**src/rtl/axi1_wr_arbiter_if.sv**
```systemverilog
// AXI write address/data channel bundle for DDR port 1 (no B channel on this port).
// The arbiter drives it through the master modport; the DDR controller side uses slave.
interface axi1_wr_arbiter_if #(
  parameter int unsigned ADDR_W = 32,
  parameter int unsigned DATA_W = 64,
  parameter int unsigned LEN_W  = 8
);
  logic [ADDR_W-1:0] awaddr_1;
  logic [LEN_W-1:0]  awlen_1;
  logic              awvalid_1;
  logic              awready_1;
  logic [DATA_W-1:0] wdata_1;
  logic              wlast_1;
  logic              wvalid_1;
  logic              wready_1;

  modport master (
    output awaddr_1, awlen_1, awvalid_1,
    input  awready_1,
    output wdata_1, wlast_1, wvalid_1,
    input  wready_1
  );

  modport slave (
    input  awaddr_1, awlen_1, awvalid_1,
    output awready_1,
    input  wdata_1, wlast_1, wvalid_1,
    output wready_1
  );
endinterface

```
**src/rtl/axi1_wr_arbiter.sv**
```systemverilog
// Round-robin arbiter sharing DDR AXI write port 1 between two burst writers.
// Owns AW sequencing and wlast generation; clients supply only the data stream.
module axi1_wr_arbiter #(
  parameter int unsigned ADDR_W = 32,
  parameter int unsigned DATA_W = 64,
  parameter int unsigned LEN_W  = 8
) (
  input  logic              clk,
  input  logic              rstn,
  input  logic              req_0,
  input  logic [ADDR_W-1:0] addr_0,
  input  logic [LEN_W-1:0]  len_0,
  input  logic [DATA_W-1:0] wdata_c0,
  input  logic              wvalid_c0,
  output logic              wready_c0,
  output logic              gnt_0,
  output logic              done_0,
  input  logic              req_1,
  input  logic [ADDR_W-1:0] addr_1,
  input  logic [LEN_W-1:0]  len_1,
  input  logic [DATA_W-1:0] wdata_c1,
  input  logic              wvalid_c1,
  output logic              wready_c1,
  output logic              gnt_1,
  output logic              done_1,
  axi1_wr_arbiter_if.master axi,
  output logic              busy
);

  typedef enum logic [1:0] {IDLE = 2'd0, ADDR = 2'd1, DATA = 2'd2} state_t;

  state_t            r_state, w_state_nxt;
  logic              r_rr_ptr, w_rr_ptr_nxt;
  logic              r_owner, w_owner_nxt;
  logic [ADDR_W-1:0] r_awaddr, w_awaddr_nxt;
  logic [LEN_W-1:0]  r_awlen, w_awlen_nxt;
  logic [LEN_W-1:0]  r_beat_cnt, w_beat_cnt_nxt;
  logic              r_awvalid, w_awvalid_nxt;
  logic              r_gnt_0, w_gnt_0_nxt, r_gnt_1, w_gnt_1_nxt;
  logic              r_done_0, w_done_0_nxt, r_done_1, w_done_1_nxt;

  logic              w_in_data;
  logic              w_wvalid;
  logic              w_wlast;
  logic              w_beat;
  logic              w_winner;

  // W channel is a pure mux from the current owner while in DATA
  assign w_in_data     = (r_state == DATA);
  assign w_wvalid      = w_in_data & (r_owner ? wvalid_c1 : wvalid_c0);
  assign w_wlast       = w_wvalid & (r_beat_cnt == r_awlen);
  assign w_beat        = w_wvalid & axi.wready_1;
  assign w_winner      = (req_0 & req_1) ? r_rr_ptr : req_1;

  assign axi.wvalid_1  = w_wvalid;
  assign axi.wlast_1   = w_wlast;
  assign axi.wdata_1   = w_in_data ? (r_owner ? wdata_c1 : wdata_c0) : '0;
  assign wready_c0     = w_in_data & ~r_owner & axi.wready_1;
  assign wready_c1     = w_in_data &  r_owner & axi.wready_1;

  assign axi.awaddr_1  = r_awaddr;
  assign axi.awlen_1   = r_awlen;
  assign axi.awvalid_1 = r_awvalid;
  assign gnt_0         = r_gnt_0;
  assign gnt_1         = r_gnt_1;
  assign done_0        = r_done_0;
  assign done_1        = r_done_1;
  assign busy          = (r_state != IDLE);

  always_ff @(posedge clk or negedge rstn) begin
    if (!rstn) begin
      r_state    <= IDLE;
      r_rr_ptr   <= 1'b0;
      r_owner    <= 1'b0;
      r_awaddr   <= '0;
      r_awlen    <= '0;
      r_beat_cnt <= '0;
      r_awvalid  <= 1'b0;
      r_gnt_0    <= 1'b0;
      r_gnt_1    <= 1'b0;
      r_done_0   <= 1'b0;
      r_done_1   <= 1'b0;
    end else begin
      r_state    <= w_state_nxt;
      r_rr_ptr   <= w_rr_ptr_nxt;
      r_owner    <= w_owner_nxt;
      r_awaddr   <= w_awaddr_nxt;
      r_awlen    <= w_awlen_nxt;
      r_beat_cnt <= w_beat_cnt_nxt;
      r_awvalid  <= w_awvalid_nxt;
      r_gnt_0    <= w_gnt_0_nxt;
      r_gnt_1    <= w_gnt_1_nxt;
      r_done_0   <= w_done_0_nxt;
      r_done_1   <= w_done_1_nxt;
    end
  end

  always_comb begin
    w_state_nxt    = r_state;
    w_rr_ptr_nxt   = r_rr_ptr;
    w_owner_nxt    = r_owner;
    w_awaddr_nxt   = r_awaddr;
    w_awlen_nxt    = r_awlen;
    w_beat_cnt_nxt = r_beat_cnt;
    w_awvalid_nxt  = r_awvalid;
    w_gnt_0_nxt    = 1'b0;
    w_gnt_1_nxt    = 1'b0;
    w_done_0_nxt   = 1'b0;
    w_done_1_nxt   = 1'b0;

    case (r_state)
      IDLE: begin
        if (req_0 | req_1) begin
          w_owner_nxt   = w_winner;
          w_awaddr_nxt  = w_winner ? addr_1 : addr_0;
          w_awlen_nxt   = w_winner ? len_1 : len_0;
          w_awvalid_nxt = 1'b1;
          w_gnt_0_nxt   = ~w_winner;
          w_gnt_1_nxt   = w_winner;
          w_state_nxt   = ADDR;
        end
      end
      ADDR: begin
        if (r_awvalid & axi.awready_1) begin
          w_awvalid_nxt  = 1'b0;
          w_beat_cnt_nxt = '0;
          w_state_nxt    = DATA;
        end
      end
      DATA: begin
        // Last beat returns to IDLE without incrementing, so a full-length burst never wraps
        if (w_beat) begin
          if (w_wlast) begin
            w_done_0_nxt = ~r_owner;
            w_done_1_nxt = r_owner;
            w_rr_ptr_nxt = ~r_owner;
            w_state_nxt  = IDLE;
          end else begin
            w_beat_cnt_nxt = r_beat_cnt + LEN_W'(1);
          end
        end
      end
      default: w_state_nxt = IDLE;
    endcase
  end

endmodule
```
**src/flat_wrapper.sv**
```systemverilog
// flat-port wrapper written by rule: the top's interface ports become plain ports
module axi1_wr_arbiter_flat 
#(
  parameter int unsigned ADDR_W = 32,
  parameter int unsigned DATA_W = 64,
  parameter int unsigned LEN_W  = 8
)
  (clk, rstn, req_0, addr_0, len_0, wdata_c0, wvalid_c0, wready_c0, gnt_0, done_0, req_1, addr_1, len_1, wdata_c1, wvalid_c1, wready_c1, gnt_1, done_1, busy, axi_awaddr_1, axi_awlen_1, axi_awvalid_1, axi_awready_1, axi_wdata_1, axi_wlast_1, axi_wvalid_1, axi_wready_1);
  axi1_wr_arbiter_if #(.ADDR_W(ADDR_W), .DATA_W(DATA_W), .LEN_W(LEN_W)) axi_i ();
  input  logic clk;
  input  logic rstn;
  input  logic req_0;
  input  logic [ADDR_W-1:0] addr_0;
  input  logic [LEN_W-1:0] len_0;
  input  logic [DATA_W-1:0] wdata_c0;
  input  logic wvalid_c0;
  output logic wready_c0;
  output logic gnt_0;
  output logic done_0;
  input  logic req_1;
  input  logic [ADDR_W-1:0] addr_1;
  input  logic [LEN_W-1:0] len_1;
  input  logic [DATA_W-1:0] wdata_c1;
  input  logic wvalid_c1;
  output logic wready_c1;
  output logic gnt_1;
  output logic done_1;
  output logic busy;
  output wire logic [$bits(axi_i.awaddr_1)-1:0] axi_awaddr_1;
  output wire logic [$bits(axi_i.awlen_1)-1:0] axi_awlen_1;
  output wire logic [$bits(axi_i.awvalid_1)-1:0] axi_awvalid_1;
  input wire logic [$bits(axi_i.awready_1)-1:0] axi_awready_1;
  output wire logic [$bits(axi_i.wdata_1)-1:0] axi_wdata_1;
  output wire logic [$bits(axi_i.wlast_1)-1:0] axi_wlast_1;
  output wire logic [$bits(axi_i.wvalid_1)-1:0] axi_wvalid_1;
  input wire logic [$bits(axi_i.wready_1)-1:0] axi_wready_1;
  assign axi_awaddr_1 = axi_i.awaddr_1;
  assign axi_awlen_1 = axi_i.awlen_1;
  assign axi_awvalid_1 = axi_i.awvalid_1;
  assign axi_i.awready_1 = axi_awready_1;
  assign axi_wdata_1 = axi_i.wdata_1;
  assign axi_wlast_1 = axi_i.wlast_1;
  assign axi_wvalid_1 = axi_i.wvalid_1;
  assign axi_i.wready_1 = axi_wready_1;
  axi1_wr_arbiter #(.ADDR_W(ADDR_W), .DATA_W(DATA_W), .LEN_W(LEN_W)) u_core (.clk(clk), .rstn(rstn), .req_0(req_0), .addr_0(addr_0), .len_0(len_0), .wdata_c0(wdata_c0), .wvalid_c0(wvalid_c0), .wready_c0(wready_c0), .gnt_0(gnt_0), .done_0(done_0), .req_1(req_1), .addr_1(addr_1), .len_1(len_1), .wdata_c1(wdata_c1), .wvalid_c1(wvalid_c1), .wready_c1(wready_c1), .gnt_1(gnt_1), .done_1(done_1), .axi(axi_i), .busy(busy));
endmodule
```
**config.mk**
```make
export PLATFORM = sky130hd
export DESIGN_NAME = axi1_wr_arbiter_flat
export DESIGN_NICKNAME = d
export VERILOG_FILES = /design/src/rtl/axi1_wr_arbiter_if.sv /design/src/rtl/axi1_wr_arbiter.sv /design/src/flat_wrapper.sv
export SDC_FILE = /design/constraint.sdc
export NUM_CORES = 1
export LEC_CHECK = 0
export ABC_AREA = 0
export BUFFER_PORTS_ARGS = -buffer_cell sky130_fd_sc_hd__buf_2
export CORE_AREA = 2 2 129 131
export CTS_CLUSTER_SIZE = 10
export DETAILED_ROUTE_END_ITERATION = 7
export DIE_AREA = 0 0 131 133
export PLACE_DENSITY = 0.56
export REMOVE_ABC_BUFFERS = 1
export SYNTH_ARGS = -nofsm -noshare
export SYNTH_HDL_FRONTEND = slang
export SYNTH_SLANG_ARGS = --single-unit
```
**constraint.sdc**
```tcl
create_clock -name clk -period 2.05 [get_ports clk]
set_input_delay 0.1025 -clock clk [delete_from_list [all_inputs] [get_ports clk]]
set_output_delay 0.1025 -clock clk [all_outputs]
set_load 0.1 [all_outputs]
```
==> results.toml, run 1 <==
[layout]
fin_nets = 945
drive_gt1_frac = 0.501
fillerInstances = 1545
areaGrowthSynthToFinish_pct = 91.1

[clock_tree]
postCtsSetupRepairBufs = 0
clkTransAtPathRegs_ps = 50
cts_tree = "done"
cts_max_level = 3
numClockSinks = 57
clkLatencyLatePin_ps = 320
cts_inserted_buffers = 9
cts_root_buf = "clkbuf_16"
clockBufferDepth = 2

[critical_path]
r2r_cells = 4
critPathSlowestCell = "buf_2"
critPathCaptureType = "primary output"
r2r_start = "u_core.r_state[1]"
worstReg2RegEnd = "u_core.axi.awaddr_1[21]"
slowest_delay_ps = 460
cp_cell_sequence = "buf_12 > and3_1 > buf_2"
setup.reg_to_reg.worst_slack_ps = 360
critPathLaunchType = "flop"
critPathArrivalTime_ps = 1810
setup.worst_path.class = "flop to primary output"
cp_data_required_time_ps = 1950
critPathMaxFanout = 48

[global_routing]
grt_pass1_vias = 4187
antenna_found_initial = 4
grt_max_degree = 49
grtUsageTotal = 0.186
grt_pass1_wl_um = 24000
grt-ovfl-total = 0

[sta]
fin_crit_sh = 0.935
hold_ws_ps = 7.29
slew_headroom = 0.481
drv_slew = 0
setup_tns_ps = 0
max_slew.worst_pin.slew_ps = 779
rsz0062_at_grt = "no"
period_minus_slack_ps = 1920
skew_ps = 7.77
hold_violations = 0
setup_violations = 0
fmax_mhz = 522

[hold_path]
min_path_cells = 2
min_from = "addr_1[8]"
hp-class = "primary input to flop"
hold_path_end = "u_core.axi.awaddr_1[8]"

[die]
die_area_mm2 = 0.0174
core_mm2 = 0.0162
start_util = 0.231
die_x_um = 131
die_h_um = 133
fp-row-count = 47
design.portCount = 330

[routing]
routed_via_density = 4.57
via_count = 4367
ant_nets = 0
wl_per_cell_um = 17.9
drc = 0
drtIter0Drc = 167
drt-total-wl_um = 17100
drtPass1Iterations = 6

[synthesis]
synth-main-ff-cell = "dfrtp_1"
syn_area_mm2 = 0.00374
synth_top_area_frac = 0.382
synth_top_area_cell = "dfrtp_1"
synth_edf_count = 0
synth.yosys.seq_area_share = 0.382
synth_seq_cells = 57
async_flop_share = 1.00
synth.distinct_cells = 40
synth_area_leaders = "dfrtp_1 38%, mux2i_1 20%, a221o_1 8.8%"
synth_cells = 390
postSynthAreaPerCell_um2 = 9.59
yosysWarnings = 0

[job]
maxCapViolations = 0

[place]
gp_congestion = 0.822
hpwl_um = 14100
port_buffers = 329

[pwr]
powerDensity_mw_per_mm2 = 1840
power_mw = 13.2
vdd_drop_max_mv = 1.46
p_leak_nw = 3.41

[status]
run_status = "finished clean"
==> flip-flops by register name, indices dropped and copies added, names as in the netlist <==
signal	count
u_core.axi.awaddr_1	32
u_core.axi.awlen_1	8
u_core.r_beat_cnt	8
u_core.r_state	2
u_core.axi.awvalid_1	1
u_core.done_0	1
u_core.done_1	1
u_core.gnt_0	1
u_core.gnt_1	1
u_core.r_owner	1
u_core.r_rr_ptr	1
==> kinds of logic (layout without fill, tap and decap cells) <==
kind of cell    after synthesis  after routing  share of synthesized area
compound gates               66             66                      0.153
xor+xnor                      8              8                     0.0187
fa+ha+maj                     1              1                    0.00335
buf+inv                      41            384                     0.0586
flops                        57             57                      0.382
mux                          75             75                      0.201
other cells                   0              3                          0
simple gates                142            142                      0.184
==> cells in the mapped netlist, drive strengths merged (2+ instances only) <==
cell    instances
a21oi           8
a221o          33
a311oi          2
a41oi           2
and2            3
and3            2
and4            3
buf            23
clkbuf         10
dfrtp          57
inv             8
mux2i          75
nand2           5
nand3           7
nand4           3
nor2           81
nor2b          33
o211ai          8
o21ai           5
or2             2
xnor2           8
==> worst max-delay path by stage <==
stage	slack, ps	to	from	depth (start not counted)
final	130	wready_c1	u_core.r_owner	3
after global routing	4	axi_wlast_1	u_core.r_beat_cnt[5]	4
after CTS	5	axi_wlast_1	u_core.r_beat_cnt[4]	4
after detailed placement	360	axi_wlast_1	u_core.r_beat_cnt[4]	4
after global placement	370	axi_wlast_1	u_core.r_beat_cnt[4]	4
after floorplan	-2930	u_core.done_0	u_core.r_owner	4
==> power breakdown <==
part           switching (mW)  leakage (nW)  internal (mW)
sequential              0.413         0.705           1.63
combinational            6.89          2.55           2.63
clock                   0.522         0.158           1.07
==> worst max-delay path, delay by kind of cell, from the launching register on <==
kind | cells | cell delay, ps
DFF | 1 | 430
and+or+nand+nor | 1 | 290
buffers and inverters | 2 | 760
==> timing repair <==
item / in CTS / in global routing
setup endpoints to repair: 0 / 1
hold buffers: 20 / 0
hold endpoints to repair: 46 / 0
gates resized for setup: 0 / 5
==> layout by cell type (no fill, tap or decap), types with 8 or more instances in the layout <==
master and instances:
nor2b_1 33, o211ai_1 8, dfrtp_1 56, xnor2_1 8, clkbuf_16 9, dlygate4sd3_1 20, buf_12 70, nor2_1 78
a221o_1 33, mux2i_1 75, a21oi_1 8, buf_2 263
==> stage by stage <==
step / instance area (µm²) / cells / utilization / worst slack, ps
after floorplan: 3550 / 357 / - / -2930
after global placement: 6600 / 917 / 0.408 / 369
after detailed placement: 6600 / 917 / 0.408 / 355
after CTS: 7130 / 953 / 0.441 / 5.48
after global routing: 7140 / 955 / 0.442 / 3.62
final: 7150 / 956 / 0.442 / 134
==> area by class of cell <==
| cell class | count | area [µm²] | area share |
|---|---|---|---|
| Timing Repair Buffer | 360 | 2970 | 0.416 |
| Multi-Input combinational cell | 292 | 2110 | 0.295 |
| Sequential cell | 57 | 1430 | 0.200 |
| Clock buffer | 13 | 280 | 0.0392 |
| Tap cell | 220 | 275 | 0.0385 |
| Clock inverter | 3 | 46.3 | 0.00648 |
| Inverter | 8 | 30.0 | 0.00420 |
| Antenna cell | 3 | 7.51 | 0.00105 |
==> metal layers <==
| layer | vias up | global-route usage | share of wire |
|---|---|---|---|
| met5 | - | 0 | 0 |
| met4 | 0 | 0.0467 | 0.0085 |
| met3 | 16 | 0.0372 | 0.082 |
| met2 | 241 | 0.365 | 0.54 |
| met1 | 2030 | 0.198 | 0.36 |
| li1 | 2080 | - | - |
Note: power is estimated with default switching activity, not from simulation.
==> run 2: changes to the inputs <==
- CORE_AREA: 2 2 129 131 -> 2 2 127 129
- DIE_AREA: 0 0 131 133 -> 0 0 129 131
- PLACE_DENSITY: 0.56 -> 0.6
- clock period: 2.05 -> 1.6 ns (I/O delays scaled with it)
==> run 2 against run 1 <==
Against the previous run:
- the flow now finishes with violations (hold timing, setup timing)
- largest power group unchanged
- sequential share of layout area shrank 1.9 points
- clock-buffer cell count is the same
- non-clock buffer count rose by 68
- critical path type unchanged
- power rose by 34%
- highest routed layer unchanged
- sequential power rose by 25%
==> results.toml, run 2 (same netlist as run 1, synthesis figures left out) <==
[die]
die_h_um = 131
die_x_um = 129
fp-row-count = 46
design.portCount = 330
die_area_mm2 = 0.0169
start_util = 0.240
core_mm2 = 0.0156

[pwr]
p_leak_nw = 3.74
vdd_drop_max_mv = 1.96
powerDensity_mw_per_mm2 = 2230

[critical_path]
path_buf_inv = 2
critPathMaxFanout = 25
critPathTopFamily = "flip-flops"
critPathCaptureType = "primary output"
cp_data_required_time_ps = 1520
critPathArrivalTime_ps = 1640
critPathLaunchType = "flop"
setup.worst_path.class = "flop to primary output"
critPathSlowestCell = "dfrtp_4"
slowest_delay_ps = 540
cp_cell_sequence = "buf_16 > mux2i_1 > nor2_1 > buf_12"

[sta]
fmax_mhz = 581
max_slew.worst_pin.slew_ps = 781
slew_headroom = 0.479
drv_slew = 0
fin_crit_sh = 1.08
hold_ws_ps = -0.280
period_minus_slack_ps = 1720
setup_slack_ps = -121
skew_ps = 4.60
setup_violations = 69
hold_violations = 1
rsz0062_at_grt = "yes"

[routing]
routed_via_density = 4.59
drt-total-wl_um = 17400
ant_nets = 0
wl_per_cell_um = 17.1
drc = 0
via_count = 4669
drtIter0Drc = 198
drtPass1Iterations = 5

[place]
gp_congestion = 0.804
hpwl_um = 12400
post_dp_cell_area_mm2 = 0.00679
port_buffers = 329

[layout]
largest_reg_flops = 32
final_common_cell = "buf_2"
seqCellArea_mm2 = 0.00143
final_cell_mix = "260 x buf_2, 73 x buf_12, 70 x mux2i_1"
multi_input_area_mm2 = 0.00219
drive_gt1_frac = 0.521
areaGrowthSynthToFinish_pct = 111
fillerInstances = 1407
num_antenna_cells = 0
fin_nets = 1014
final_util = 0.506
design_area_mm2 = 0.00790

[global_routing]
grt-ovfl-total = 0
grtUsageTotal = 0.188
antenna_found_initial = 0
grt_pass1_wl_um = 24300
grt_max_degree = 51
grt_pass1_vias = 4481

[clock_tree]
clkLatencyLatePin_ps = 330
clkTransAtPathRegs_ps = 50
cts_root_buf = "clkbuf_16"
cts_inserted_buffers = 9
cts_tree = "done"
cts_max_level = 3
clockBufferDepth = 2
numClockSinks = 57

[status]
violations = "hold timing, setup timing"
run_status = "complete, but fails checks"

[hold_path]
hp-class = "primary input to flop"

[job]
maxCapViolations = 0
==> run 2: path summary, 6_finish.rpt <==
check | depth (start not counted) | to | slack (ps) | from
worst max-delay path | 4 | axi_wdata_1[61] | -120 | u_core.r_owner
worst max register to register | 4 | u_core.r_beat_cnt[1] | -10 | u_core.r_owner
worst min-delay path | 2 | u_core.axi.awaddr_1[21] | -0.3 | addr_1[21]
max in group asynchronous | 3 | u_core.axi.awaddr_1[3] | 620 | rstn
worst min register to register | 1 | u_core.r_beat_cnt[7] | 530 | u_core.r_beat_cnt[7]
min in group asynchronous | 2 | u_core.axi.awaddr_1[5] | 370 | rstn
==> run 2: power by group <==
part	switching, mW	internal [mW]	total [mW]
Combinational	9.26	3.95	13.2
Sequential	0.458	2.09	2.55
Clock	0.670	1.16	1.83
==> run 2: repair_timing <==
action	4_1_cts	5_1_grt
hold buffers	62	1
endpoints found under the setup margin	68	111
pin swaps	5	4
endpoints found under the hold margin	61	1
buffers inserted	2	3
gates resized for setup	13	20
cloned	1	2
==> run 2: layout make-up <==
type,count,share of cell area
Multi-Input combinational cell,293,0.277
Timing Repair Buffer,428,0.468
Clock inverter,2,0.00158
Tap cell,216,0.0342
Clock buffer,13,0.0342
Inverter,8,0.00380
Sequential cell,57,0.181
==> run 2: routing by layer <==
metal / share of wire / vias up / global-route usage
met5: 0 / - / 0
met2: 0.51 / 239 / 0.330
met1: 0.39 / 2184 / 0.221
met3: 0.078 / 24 / 0.0513
met4: 0.021 / 0 / 0.0665
li1: - / 2222 / -
==> run 2: stage by stage <==
| stage | setup TNS [ps] | total power [mW] | std cells | setup WS, ps | hold WS (ps) |
|---|---|---|---|---|---|
| floorplan | -221460 | 11.5 | 357 | -3380 | -216 |
| global placement | 0 | 15.1 | 931 | 39.1 | 191 |
| detailed placement | 0 | 15.2 | 931 | 25.6 | 202 |
| CTS | -7020 | 17.3 | 1011 | -155 | 0.392 |
| global route | -11780 | 18.2 | 1017 | -183 | 0.857 |
| finish | -5310 | 17.6 | 1017 | -121 | -0.280 |
==> run 3: changes to the inputs <==
- CTS_BUF_LIST: unset -> sky130_fd_sc_hd__clkbuf_16
==> run 3 against run 2 <==
Against the previous run:
- the flow finishes with violations (setup timing)
- critical path depth did not move
- worst hold slack better by 6.8 ps
- clock skew up 1.7 ps
- utilization up 0.96 points
- via count is 1.5% higher
- global-route usage increased by 0.35 points
- die area unchanged
- power up 2.2%
- cell area up 1.9%
- clock-buffer cell count fell by 4
- non-clock buffer count rose by 3
- largest power group unchanged
==> results.toml, run 3 (same netlist as run 1, synthesis figures left out) <==
[clock_tree]
cts_tree = "done"
clkTransAtPathRegs_ps = 50
numClockSinks = 57
cts_root_buf = "clkbuf_16"
cts_max_level = 3
clkLatencyLatePin_ps = 320
cts_inserted_buffers = 9
clockBufferDepth = 2

[place]
pre_cts_ws_ps = 25.6
port_buffers = 329
gp_congestion = 0.804
hpwl_um = 12400
placed_cells = 931
post_dp_cell_area_mm2 = 0.00679

[pwr]
powerDensity_mw_per_mm2 = 2230
vdd_drop_max_mv = 2.37
power_mw = 18.0
p_leak_nw = 3.81

[critical_path]
critPathCaptureType = "primary output"
cp_cell_sequence = "buf_16 > mux2i_1 > nor2_1 > buf_12"
r2r_start = "u_core.r_state[0]"
setup.worst_path.class = "flop to primary output"
critPathArrivalTime_ps = 1640
worstReg2RegEnd = "u_core.axi.awaddr_1[11]"
critPathMaxFanout = 25
r2r_cells = 6
setup.reg_to_reg.worst_slack_ps = -50
slowest_delay_ps = 540
critPathLaunchType = "flop"
critPathSlowestCell = "dfrtp_4"
cp_data_required_time_ps = 1520

[global_routing]
grt-ovfl-total = 0
antenna_found_initial = 0
use_met1 = 0.223
grt_pass1_wl_um = 24700
use_met3 = 0.0533
grtUsageTotal = 0.191
busiest_layer = "met2"
met2_usage = 0.339
grt_pass1_vias = 4567
grt_max_degree = 51

[sta]
setup_violations = 79
setup_slack_ps = -120
skew_ps = 6.32
hold_violations = 0
rsz0062_at_grt = "yes"
slew_headroom = 0.477
fmax_mhz = 581
drv_slew = 0
max_slew.worst_pin.slew_ps = 784
fin_crit_sh = 1.08
period_minus_slack_ps = 1720

[routing]
drt-total-wl_um = 18500
via_count = 4741
ant_nets = 0
wl_per_cell_um = 18.1
drtIter0Drc = 205
drtPass1Iterations = 4
drc = 0
routed_via_density = 4.64

[layout]
largest_reg_flops = 32
drive_gt1_frac = 0.539
areaGrowthSynthToFinish_pct = 115
final_common_cell = "buf_2"
fillerInstances = 1379
design_area_mm2 = 0.00805
fin_nets = 1018
stdcell_count = 1021
num_antenna_cells = 0
final_cell_mix = "260 x buf_2, 74 x buf_12, 70 x mux2i_1"

[hold_path]
min_from = "addr_1[21]"
hp-class = "primary input to flop"
hold_path_end = "u_core.axi.awaddr_1[21]"
min_path_cells = 2

[die]
fp-row-count = 46
die_x_um = 129
design.portCount = 330
die_area_mm2 = 0.0169
start_util = 0.240
core_mm2 = 0.0156
die_h_um = 131

[status]
run_status = "complete, but fails checks"
violations = "setup timing"

[job]
maxCapViolations = 0
## run 3: changes by cell type in the layout (fill, tap and decap cells not counted), sizes merged
cell	change
buf	+1
clkinv	+3
inv	+1
clkbuf	-2
and2	+1
## run 3: repair_timing
item                                    4_1_cts  5_1_grt
pin swaps                                     6        9
buffers inserted                              2        3
cloned                                        2        5
hold buffers                                 62        1
hold endpoints to repair                     61        1
gates resized for setup                      13       48
endpoints found under the setup margin       69      107
## run 3: worst max path at each step
stage	startpoint	end	slack, ps
6_report	u_core.r_owner	axi_wdata_1[22]	-120
5_1_grt	u_core.r_owner	axi_wdata_1[56]	-180
4_1_cts	u_core.r_owner	axi_wdata_1[56]	-160
3_5_place_dp	u_core.r_state[0]	u_core.axi.awaddr_1[5]	30
3_3_place_gp	u_core.r_owner	axi_wlast_1	40
2_1_floorplan	u_core.r_owner	u_core.done_0	-3380
## run 3: worst max-delay path, delay by kind of cell, from the launching register on
family	cells	cell delay, ps
buffers and inverters	2	410
DFF	1	540
muxes	1	160
and+or+nand+nor	1	190
## run 3: where the power goes
part           leakage (nW)  switching, mW  total, mW  internal [mW]
sequential            0.705          0.471       2.56           2.09
clock                 0.125          0.661       1.67           1.01
combinational          2.98           9.48       13.7           4.26
## run 3: metrics by stage
step	setup TNS (ps)	hold slack (ps)	util
2_1_floorplan	-221460	-216	-
3_3_place_gp	0	191	0.435
3_5_place_dp	0	202	0.435
4_1_cts	-7030	0.392	0.497
5_1_grt	-10910	2.26	0.516
6_report	-4580	6.51	0.516
## run 3: final cells by class
type / count / area (µm²) / share of cell area
Timing Repair Buffer: 431 / 3770 / 0.469
Multi-Input combinational cell: 294 / 2290 / 0.285
Sequential cell: 57 / 1430 / 0.178
Tap cell: 216 / 270 / 0.0336
Clock buffer: 9 / 225 / 0.0280
Inverter: 8 / 30.0 / 0.00373
Clock inverter: 6 / 27.5 / 0.00342
## run 3: layer usage
metal | routed length [µm] | up-vias | part of all wire
met4 | 342 | 0 | 0.019
li1 | - | 2230 | -
met3 | 1450 | 23 | 0.078
met2 | 9500 | 247 | 0.51
met1 | 7180 | 2241 | 0.39
met5 | 0 | - | 0
